==> src/rtl/pid_incr_ctrl_if.sv <==
// Sample-in / count-out bundle of the incremental PI regulator.
interface pid_incr_ctrl_if #(
    parameter int ADC_W = 12,
    parameter int OUT_W = 12
);
    logic             sample_valid;
    logic [ADC_W-1:0] sample;
    logic [OUT_W-1:0] out_cnt;
    logic             out_valid;
    logic             sat_hi;
    logic             sat_lo;
    logic             sample_drop;

    modport master (
        output sample_valid, sample,
        input  out_cnt, out_valid, sat_hi, sat_lo, sample_drop
    );

    modport slave (
        input  sample_valid, sample,
        output out_cnt, out_valid, sat_hi, sat_lo, sample_drop
    );
endinterface

==> src/rtl/pid_incr_ctrl.sv <==
// Incremental PI regulator: ADC sample -> clamped count word, with key-driven setpoint.
// state | meaning
// IDLE  | waiting for a sample strobe (accepted only while run=1)
// ERR   | error e = sp - sample latched
// TERM  | integral/proportional terms latched, e_last updated
// ACC   | out_cnt/sat flags just updated, out_valid high
module pid_incr_ctrl #(
    parameter int ADC_W       = 12,
    parameter int OUT_W       = 12,
    parameter int KI_SHIFT    = 3,
    parameter int KP_SHIFT    = 1,
    parameter int POLARITY    = 0,
    parameter int OUT_MIN     = 416,
    parameter int OUT_MAX     = 625,
    parameter int OUT_DEFAULT = 520,
    parameter int SP_DEFAULT  = 3430,
    parameter int SP_STEP     = 5,
    parameter int SP_MIN      = 0,
    parameter int SP_MAX      = 4000
) (
    input  logic             clk,
    input  logic             rstp,
    input  logic             run,
    input  logic             key_up,
    input  logic             key_dn,
    output logic [ADC_W-1:0] sp_out,
    pid_incr_ctrl_if.slave   bus
);
    localparam int E_W  = ADC_W + 1;
    localparam int D_W  = ADC_W + 2;
    localparam int S_W  = OUT_W + ADC_W + 3;
    localparam int SP_W = ADC_W + 2;

    localparam logic signed [S_W-1:0]  OUT_MIN_S = S_W'(OUT_MIN);
    localparam logic signed [S_W-1:0]  OUT_MAX_S = S_W'(OUT_MAX);
    localparam logic signed [SP_W-1:0] SP_STEP_S = SP_W'(SP_STEP);
    localparam logic signed [SP_W-1:0] SP_MIN_S  = SP_W'(SP_MIN);
    localparam logic signed [SP_W-1:0] SP_MAX_S  = SP_W'(SP_MAX);

    typedef enum logic [1:0] {IDLE, ERR, TERM, ACC} state_t;

    state_t                  state_q, state_d;
    logic signed [E_W-1:0]   e_q, e_last_q;
    logic signed [D_W-1:0]   ti_q, tp_q;
    logic                    first_q;
    logic [OUT_W-1:0]        out_cnt_q;
    logic                    out_valid_q, sat_hi_q, sat_lo_q, drop_q;
    logic [ADC_W-1:0]        sp_q;
    logic [2:0]              up_sync_q, dn_sync_q;

    logic                    load_e, load_t, load_o, drop_d;
    logic signed [E_W-1:0]   e_calc;
    logic signed [D_W-1:0]   e_ext, e_last_ext, de_calc, ti_calc, tp_calc;
    logic signed [D_W:0]     delta;
    logic signed [S_W-1:0]   out_ext, delta_ext, s_calc;
    logic                    sat_hi_d, sat_lo_d;
    logic [OUT_W-1:0]        out_next;
    logic                    up_edge, dn_edge;
    logic signed [SP_W-1:0]  sp_ext, sp_up_w, sp_dn_w;
    logic [ADC_W-1:0]        sp_next;

    always_comb begin
        state_d = state_q;
        load_e  = 1'b0;
        load_t  = 1'b0;
        load_o  = 1'b0;
        case (state_q)
            IDLE: begin
                if (bus.sample_valid) begin
                    state_d = ERR;
                    load_e  = 1'b1;
                end
            end
            ERR: begin
                state_d = TERM;
                load_t  = 1'b1;
            end
            TERM: begin
                state_d = ACC;
                load_o  = 1'b1;
            end
            ACC:     state_d = IDLE;
            default: state_d = IDLE;
        endcase
        // Dropping run aborts whatever is in flight, including the strobe in this cycle.
        if (!run) begin
            state_d = IDLE;
            load_e  = 1'b0;
            load_t  = 1'b0;
            load_o  = 1'b0;
        end
        drop_d = bus.sample_valid && (state_q != IDLE || !run);
    end

    assign e_calc     = $signed({1'b0, sp_q}) - $signed({1'b0, bus.sample});
    assign e_ext      = {e_q[E_W-1], e_q};
    assign e_last_ext = {e_last_q[E_W-1], e_last_q};
    assign de_calc    = first_q ? '0 : (e_ext - e_last_ext);
    assign ti_calc    = e_ext >>> KI_SHIFT;
    assign tp_calc    = de_calc >>> KP_SHIFT;

    assign delta     = {ti_q[D_W-1], ti_q} + {tp_q[D_W-1], tp_q};
    assign out_ext   = {{(S_W-OUT_W){1'b0}}, out_cnt_q};
    assign delta_ext = {{(S_W-D_W-1){delta[D_W]}}, delta};
    assign s_calc    = (POLARITY != 0) ? (out_ext - delta_ext) : (out_ext + delta_ext);
    assign sat_hi_d  = s_calc > OUT_MAX_S;
    assign sat_lo_d  = s_calc < OUT_MIN_S;
    assign out_next  = sat_hi_d ? OUT_W'(OUT_MAX) :
                       sat_lo_d ? OUT_W'(OUT_MIN) : s_calc[OUT_W-1:0];

    assign up_edge = up_sync_q[1] & ~up_sync_q[2];
    assign dn_edge = dn_sync_q[1] & ~dn_sync_q[2];
    assign sp_ext  = {2'b00, sp_q};
    assign sp_up_w = sp_ext + SP_STEP_S;
    assign sp_dn_w = sp_ext - SP_STEP_S;

    always_comb begin
        sp_next = sp_q;
        if (up_edge && !dn_edge)
            sp_next = (sp_up_w > SP_MAX_S) ? ADC_W'(SP_MAX) : sp_up_w[ADC_W-1:0];
        else if (dn_edge && !up_edge)
            sp_next = (sp_dn_w < SP_MIN_S) ? ADC_W'(SP_MIN) : sp_dn_w[ADC_W-1:0];
    end

    always_ff @(posedge clk) begin
        if (rstp) begin
            state_q     <= IDLE;
            e_q         <= '0;
            e_last_q    <= '0;
            ti_q        <= '0;
            tp_q        <= '0;
            first_q     <= 1'b1;
            out_cnt_q   <= OUT_W'(OUT_DEFAULT);
            out_valid_q <= 1'b0;
            sat_hi_q    <= 1'b0;
            sat_lo_q    <= 1'b0;
            drop_q      <= 1'b0;
            sp_q        <= ADC_W'(SP_DEFAULT);
            up_sync_q   <= '0;
            dn_sync_q   <= '0;
        end else begin
            state_q     <= state_d;
            out_valid_q <= load_o;
            drop_q      <= drop_d;
            if (load_e)
                e_q <= e_calc;
            if (load_t) begin
                ti_q     <= ti_calc;
                tp_q     <= tp_calc;
                e_last_q <= e_q;
            end
            if (!run)
                first_q <= 1'b1;
            else if (load_t)
                first_q <= 1'b0;
            if (load_o) begin
                out_cnt_q <= out_next;
                sat_hi_q  <= sat_hi_d;
                sat_lo_q  <= sat_lo_d;
            end
            up_sync_q <= {up_sync_q[1:0], key_up};
            dn_sync_q <= {dn_sync_q[1:0], key_dn};
            sp_q      <= sp_next;
        end
    end

    assign bus.out_cnt     = out_cnt_q;
    assign bus.out_valid   = out_valid_q;
    assign bus.sat_hi      = sat_hi_q;
    assign bus.sat_lo      = sat_lo_q;
    assign bus.sample_drop = drop_q;
    assign sp_out          = sp_q;
endmodule
==> src/flat_wrapper.sv <==
// flat-port wrapper written by rule: the top's interface ports become plain ports
module pid_incr_ctrl_flat 
#(
    parameter int ADC_W       = 12,
    parameter int OUT_W       = 12,
    parameter int KI_SHIFT    = 3,
    parameter int KP_SHIFT    = 1,
    parameter int POLARITY    = 0,
    parameter int OUT_MIN     = 416,
    parameter int OUT_MAX     = 625,
    parameter int OUT_DEFAULT = 520,
    parameter int SP_DEFAULT  = 3430,
    parameter int SP_STEP     = 5,
    parameter int SP_MIN      = 0,
    parameter int SP_MAX      = 4000
)
  (clk, rstp, run, key_up, key_dn, sp_out, bus_sample_valid, bus_sample, bus_out_cnt, bus_out_valid, bus_sat_hi, bus_sat_lo, bus_sample_drop);
  pid_incr_ctrl_if #(.ADC_W(ADC_W), .OUT_W(OUT_W)) bus_i ();
  input  logic clk;
  input  logic rstp;
  input  logic run;
  input  logic key_up;
  input  logic key_dn;
  output logic [ADC_W-1:0] sp_out;
  input wire logic [$bits(bus_i.sample_valid)-1:0] bus_sample_valid;
  input wire logic [$bits(bus_i.sample)-1:0] bus_sample;
  output wire logic [$bits(bus_i.out_cnt)-1:0] bus_out_cnt;
  output wire logic [$bits(bus_i.out_valid)-1:0] bus_out_valid;
  output wire logic [$bits(bus_i.sat_hi)-1:0] bus_sat_hi;
  output wire logic [$bits(bus_i.sat_lo)-1:0] bus_sat_lo;
  output wire logic [$bits(bus_i.sample_drop)-1:0] bus_sample_drop;
  assign bus_i.sample_valid = bus_sample_valid;
  assign bus_i.sample = bus_sample;
  assign bus_out_cnt = bus_i.out_cnt;
  assign bus_out_valid = bus_i.out_valid;
  assign bus_sat_hi = bus_i.sat_hi;
  assign bus_sat_lo = bus_i.sat_lo;
  assign bus_sample_drop = bus_i.sample_drop;
  pid_incr_ctrl #(.ADC_W(ADC_W), .OUT_W(OUT_W), .KI_SHIFT(KI_SHIFT), .KP_SHIFT(KP_SHIFT), .POLARITY(POLARITY), .OUT_MIN(OUT_MIN), .OUT_MAX(OUT_MAX), .OUT_DEFAULT(OUT_DEFAULT), .SP_DEFAULT(SP_DEFAULT), .SP_STEP(SP_STEP), .SP_MIN(SP_MIN), .SP_MAX(SP_MAX)) u_core (.clk(clk), .rstp(rstp), .run(run), .key_up(key_up), .key_dn(key_dn), .sp_out(sp_out), .bus(bus_i));
endmodule
==> config.mk <==
export PLATFORM = sky130hd
export DESIGN_NAME = pid_incr_ctrl_flat
export DESIGN_NICKNAME = d
export VERILOG_FILES = /design/src/rtl/pid_incr_ctrl_if.sv /design/src/rtl/pid_incr_ctrl.sv /design/src/flat_wrapper.sv
export SDC_FILE = /design/constraint.sdc
export NUM_CORES = 1
export LEC_CHECK = 0
export BUFFER_PORTS_ARGS = -buffer_cell sky130_fd_sc_hd__buf_4
export CAP_MARGIN = 25
export CORE_ASPECT_RATIO = 1.4
export CORE_MARGIN = 2
export CORE_UTILIZATION = 45
export DETAILED_ROUTE_END_ITERATION = 16
export PLACE_DENSITY = 0.71
export SETUP_SLACK_MARGIN = 0.05
export SLEW_MARGIN = 10
export SYNTH_ARGS = -nofsm -noshare
export SYNTH_HDL_FRONTEND = slang
export SYNTH_SLANG_ARGS = --single-unit
export TNS_END_PERCENT = 20
==> constraint.sdc <==
create_clock -name clk -period 2.7 [get_ports clk]
set_input_delay 0.27 -clock clk [delete_from_list [all_inputs] [get_ports clk]]
set_output_delay 0.27 -clock clk [all_outputs]
set_load 0.05 [all_outputs]
### Yosys cells after proc, flatten, opt, wreduce, memory -nomap -nowiden

Index checks and enable logic that the tools add are counted.

| word-level totals | value |
|---|---|
| register bits | 86 |
| input port bits | 18 |
| output and inout port bits | 28 |

| operators by class | value |
|---|---|
| add/sub/neg operators | 6 |
| magnitude comparators | 4 |
| eq/ne operators | 4 |
| mux-type cells | 16 |
| bitwise operators | 5 |
| reduce and logical (&&, ||, !) cells | 11 |

Operators with widths:

| operator | number |
|---|---|
| two-way mux 12 bit | 6 |
| > comparator 27 x 11 -> 1 bit (second input constant) | 1 |
| < comparator 27 x 10 -> 1 bit (second input constant) | 1 |
| adder 13 x 14 -> 15 bit | 1 |
| adder 10 x 13 -> 14 bit | 1 |
| > comparator 14 x 13 -> 1 bit (second input constant) | 1 |
| < comparator 14 x 1 -> 1 bit (second input constant) | 1 |
| two-way mux 14 bit | 1 |
| subtractor 13 x 13 -> 14 bit | 1 |
| adder 12 x 3 -> 13 bit (second input constant) | 1 |
| subtractor 12 x 12 -> 13 bit | 1 |
| subtractor 12 x 3 -> 13 bit (second input constant) | 1 |
| one-hot mux 2 bit (4 select lines) | 1 |
| two-way mux 1 bit | 7 |
| equality test 2 bit (second input constant) | 2 |
| nonzero test 2 bit | 2 |
| logical AND 1 bit | 3 |
| zero test 1 bit | 3 |
| inverter 1 bit | 3 |
| bitwise AND 1 bit | 2 |
| equality test 2 x 1 -> 1 bit (second input constant) | 1 |
| zero test 2 bit | 1 |
| two-way mux 2 bit | 1 |
| != test 2 bit (second input constant) | 1 |
| other kinds (2) | 2 |

### Longest topological paths before layout

| logic depth | value |
|---|---|
| depth in word-level cells | 6 |
| mapped depth | 13 |
| gate-level depth less buffers | 12 |

### Worst setup path before layout

Ideal clock, no wire load.

| timing path | value |
|---|---|
| kind | register -> register |
| start | register u_core.out_cnt_q[2] (netlist: u_core.bus.out_cnt[2]) |
| end | register u_core.out_cnt_q[6] (netlist: u_core.bus.out_cnt[6]) |
| library setup time | 0.140 ns |
| arrival time | 3.140 ns |
| required time | 2.560 ns |
| slack | -0.579 ns |
| stages on the path, launching flop included | 12 |
| path buffers | 1 |
| period minus slack after synthesis | 3.279 ns |
| cell sequence | dfxtp_1 fa_1 ha_1 a211oi_1 o21ai_1 a311oi_1 nor2_1 a2111o_1 a31oi_1 and3_1 buf_2 a221oi_1 |

| between the ends | value |
|---|---|
| cells in the longest elaborated chain, start to end | 4 |
| elaborated cells between the ends (all ways) | 5 |
| classes of those cells | 1 x add/sub; 2 x order compare; 2 x mux |

Ends and longest elaborated chain:

| what | RTL line | text |
|---|---|---|
| start, declared | pid_incr_ctrl.sv:46 | `logic [OUT_W-1:0] out_cnt_q;` |
| start signal, assigned | pid_incr_ctrl.sv:133 | `out_cnt_q <= OUT_W'(OUT_DEFAULT);` |
| start signal, assigned | pid_incr_ctrl.sv:157 | `out_cnt_q <= out_next;` |
| adder 13 x 14 -> 15 bit * | pid_incr_ctrl.sv:105 | `assign s_calc = (POLARITY != 0) ? (out_ext - delta_ext) : (out_ext + delta_ext);` |
| < comparator 27 x 10 -> 1 bit | pid_incr_ctrl.sv:107 | `assign sat_lo_d = s_calc < OUT_MIN_S;` |
| two-way mux 12 bit | pid_incr_ctrl.sv:109 | `sat_lo_d ? OUT_W'(OUT_MIN) : s_calc[OUT_W-1:0];` |
| two-way mux 12 bit * | pid_incr_ctrl.sv:108 | `assign out_next = sat_hi_d ? OUT_W'(OUT_MAX) :` |

Every way passes the cells marked *; elsewhere a longest branch is shown, timed or not.
A chain may end at the register's enable or synchronous reset.

### Final worst setup path

| timing path | value |
|---|---|
| start | register u_core.tp_q[1] |
| end | register u_core.out_cnt_q[6] (netlist: u_core.bus.out_cnt[6]) |

| between the ends | value |
|---|---|
| cells in the longest elaborated chain, start to end | 5 |
| elaborated cells between the ends (all ways) | 6 |
| classes of those cells | 2 x add/sub; 2 x order compare; 2 x mux |

Ends and longest elaborated chain:

| what | RTL line | text |
|---|---|---|
| start, declared | pid_incr_ctrl.sv:44 | `logic signed [D_W-1:0] ti_q, tp_q;` |
| start signal, assigned | pid_incr_ctrl.sv:149 | `tp_q <= tp_calc;` |
| adder 10 x 13 -> 14 bit * | pid_incr_ctrl.sv:102 | `assign delta = {ti_q[D_W-1], ti_q} + {tp_q[D_W-1], tp_q};` |
| adder 13 x 14 -> 15 bit * | pid_incr_ctrl.sv:105 |  |
| < comparator 27 x 10 -> 1 bit | pid_incr_ctrl.sv:107 |  |
| two-way mux 12 bit | pid_incr_ctrl.sv:109 |  |
| two-way mux 12 bit * | pid_incr_ctrl.sv:108 |  |

Marked as above.

==> results.cfg <==
[run_status]
status = complete, but fails checks
violations = negative setup slack

[sta]
slew_violations = 0
hold_viol_final = 0
rsz0062_at_grt = true
period_share = 1.121
fin_worst_skew_ps = 6.362
slew_headroom = 0.4730
setup_slack_ps = -326.4
fmax_mhz = 330.4
hold_ws_ps = 138.4
fin_tns_setup_ps = -3669
worstMarginPinSlew_ps = 790.5
finalSetupViolCount = 12
period_needed_ps = 3026

[place]
numPortBuffers = 45
hpwl_um = 10610
gp_congestion = 0.9387
placed_area_sq_um = 6349
dp_cells = 898

[logic_synthesis]
yosys.area.top_type_share = 0.2856
synth_edf_count = 0
yosysWarnings = 0
yosysTopAreaCell = dfxtp_1
synth_fp_nets = 734
avgSynthCellArea_sq_um = 8.119
synth_flop_cell = dfxtp_1
ys_ff_latch = 76
yosys-top-cells-area = dfxtp_1 29%, ha_1 11%, fa_1 5.6%, a21oi_1 5.4%, nand2_1 4.7%
ys_seq_area_frac = 0.2856
synthArstFlopShare = 0
syn_area_sq_um = 5326
ys_types = 68
netlist_instances = 656

[cts]
clk-insertion-delay-late_ps = 340
clock-sinks = 76
clock-root-buffer = clkbuf_16
cts-buffers-inserted = 9
clk_pin_slew_ps = 60
clockBufferDepth = 2
cts_tree = done
cts-htree-levels = 3

[critical_path]
critPathLaunchType = flop
crit_fanout = 8
slowest_stage = fa_1
cp.required_ps = 2900
arrival_ps = 3230
r2r-start = u_core.tp_q[1]$_SDFFE_PP0P_
r2r_cells = 13
slowest_delay_ps = 480
reg2reg_slack_ps = -330
r2r_end = u_core.bus.out_cnt[6]$_SDFFE_PP0P_
crit_type = flop to flop
cp-end-kind = flop
cp_cell_sequence = fa_1, ha_2, inv_2, fa_2, nor2b_4, o2111ai_2, nand3_2, and3_4, a2111o_1, a31oi_1, and3_1, buf_6, a221oi_2

[detailed_routing]
via_per_inst = 5.633
drc_errors = 0
wl_per_cell_um = 15.46
drt_wl_total_um = 14210
vias = 5177
firstDrtPassIters = 4
ant_nets = 0
drtIter0Drc = 248

[cells_and_area]
syn_to_final_growth_pct = 29.39
final_area_sq_um = 6892
n_fill_cell = 1027
layout-drive-gt1-share = 0.2630
nNetsFinal = 845
instances_no_fill = 919
antenna_cells = 0

[floorplanning]
chipWidth_um = 95.95
start_util = 0.4551
die_area_sq_um = 12740
row_count = 47
fp.dieH_um = 132.7
ioPinCount = 46
core-area_sq_um = 11700

[power_and_ir_drop]
p_leak_nw = 2.950
power_mw = 3.161
power_density_nw_per_um2 = 458.7
peakVddDrop_v = 0.0003238

[global_route]
grt.busiest_layer = met2
grt_pass1_wl_um = 23060
antenna_found_initial = 0
grt.met3_usage = 0.02620
met1_usage = 0.2547
grt.met2_usage = 0.4161
grt_max_degree = 38
grt_usage = 0.2275
global_route.overflow_total = 0
grt_pass1_vias = 5001

[worst_hold_path]
min_path_cells = 2
hold_path.class = input port to flop
hold_end = u_core.dn_sync_q[0]$_SDFF_PP0_
min_from = key_dn

[run]
drv_cap = 0
## cell usage after synthesis, types with 15 or more instances
cell type,n
nor3_1,22
nand2_1,66
xnor2_1,15
a21oi_1,58
o21ai_0,28
ha_1,45
nor2b_1,17
clkbuf_1,23
nor2_1,48
nand3_1,21
fa_1,15
inv_1,41
dfxtp_1,76
## registers in the layout, summed over array words and instances (netlist names), 2 cells and up
| name | count |
|---|---|
| u_core.dn_sync_q | 3 |
| u_core.up_sync_q | 3 |
| u_core.tp_q | 13 |
| u_core.state_q | 2 |
| u_core.e_last_q | 3 |
| u_core.e_q | 13 |
| u_core.bus.out_cnt | 12 |
| u_core.sp_out | 12 |
| u_core.ti_q | 10 |
## kinds of logic (layout without fill, tap and decap cells)
group | after synthesis | after routing | synth area share
AND/OR/NAND/NOR | 237 | 237 | 0.2185
AO/OA/AOI/OAI | 180 | 180 | 0.2267
flip-flops | 76 | 76 | 0.2856
buffers and inverters | 71 | 187 | 0.05309
adder cells (fa/ha/maj) | 60 | 60 | 0.1621
XOR/XNOR | 28 | 28 | 0.04604
multiplexers | 4 | 4 | 0.007987
## worst max-delay path: cells and delay by family (launching register included)
family	cells	cell delay (ps)
simple gates	4	580
buf+inv	2	200
flops	1	330
compound gates	4	860
fa+ha+maj	3	900
## stage by stage
| step | worst slack (ps) | utilization |
|---|---|---|
| after floorplan | -265.4 | - |
| after global placement | -360.3 | 0.5425 |
| after detailed placement | -433.7 | 0.5425 |
| after CTS | -319.8 | 0.5851 |
| after global routing | -526.3 | 0.5889 |
| final | -326.4 | 0.5889 |
## area by class of cell
cell class	count	area [sq um]	area share
multi-input cells	509	3707	0.5379
flip-flops and latches	76	1549	0.2248
repair buffers	129	972.2	0.1411
clock buffers	12	267.8	0.03885
well taps	147	183.9	0.02669
inverters	42	157.7	0.02288
clock inverters	4	53.80	0.007807
## cell usage in the layout, fill, tap and decap left out, types with 7 or more instances in the layout
cell | Yosys | routed
or2_2 | 7 | 7
nand2b_1 | 9 | 9
nand4_1 | 7 | 7
o21ai_0 | 28 | 22
clkbuf_16 | 0 | 10
nor3_1 | 22 | 19
xnor2_1 | 15 | 14
and2_1 | 7 | 7
dfxtp_2 | 0 | 10
fa_1 | 15 | 14
a21oi_1 | 58 | 56
nand2_1 | 66 | 66
and3_1 | 11 | 10
a31oi_1 | 7 | 7
inv_1 | 41 | 40
buf_4 | 2 | 128
xor2_1 | 13 | 13
a22oi_1 | 12 | 12
dfxtp_1 | 76 | 62
nand3_1 | 21 | 20
ha_1 | 45 | 40
a21o_1 | 13 | 13
nor2_1 | 48 | 48
nor2b_1 | 17 | 16
## how the worst max path moves through the flow
stage                                       startpoint                            endpoint  slack (ps)  cells after the start
global placement           u_core.tp_q[2]$_SDFFE_PP0P_  u_core.bus.out_cnt[6]$_SDFFE_PP0P_        -360                     11
CTS                        u_core.tp_q[1]$_SDFFE_PP0P_  u_core.bus.out_cnt[6]$_SDFFE_PP0P_        -320                     13
floorplan           u_core.bus.out_cnt[1]$_SDFFE_PP0P_  u_core.bus.out_cnt[6]$_SDFFE_PP0P_        -270                     13
global route               u_core.tp_q[1]$_SDFFE_PP0P_  u_core.bus.out_cnt[3]$_SDFFE_PP1P_        -530                     13
detailed placement         u_core.tp_q[2]$_SDFFE_PP0P_      u_core.bus.sat_hi$_SDFFE_PP0P_        -430                     11
finish                     u_core.tp_q[1]$_SDFFE_PP0P_  u_core.bus.out_cnt[6]$_SDFFE_PP0P_        -330                     13
## repair_timing
item,in CTS,in global routing
setup endpoints to repair,16,20
pin swaps,14,7
gates resized for setup,30,9
setup buffers,3,2
hold buffers,0,0
gates cloned,0,0
## power breakdown
| part | internal (mW) | switching, mW |
|---|---|---|
| Clock | 0.801 | 0.485 |
| Sequential | 1.15 | 0.0256 |
| Combinational | 0.302 | 0.395 |
## metal layers
metal / vias up / routed length (um)
met4: 0 / 516
met1: 2445 / 5677
li1: 2569 / -
met3: 27 / 483
met2: 136 / 7534
met5: - / 0
Power figures use the tool's default switching activity.
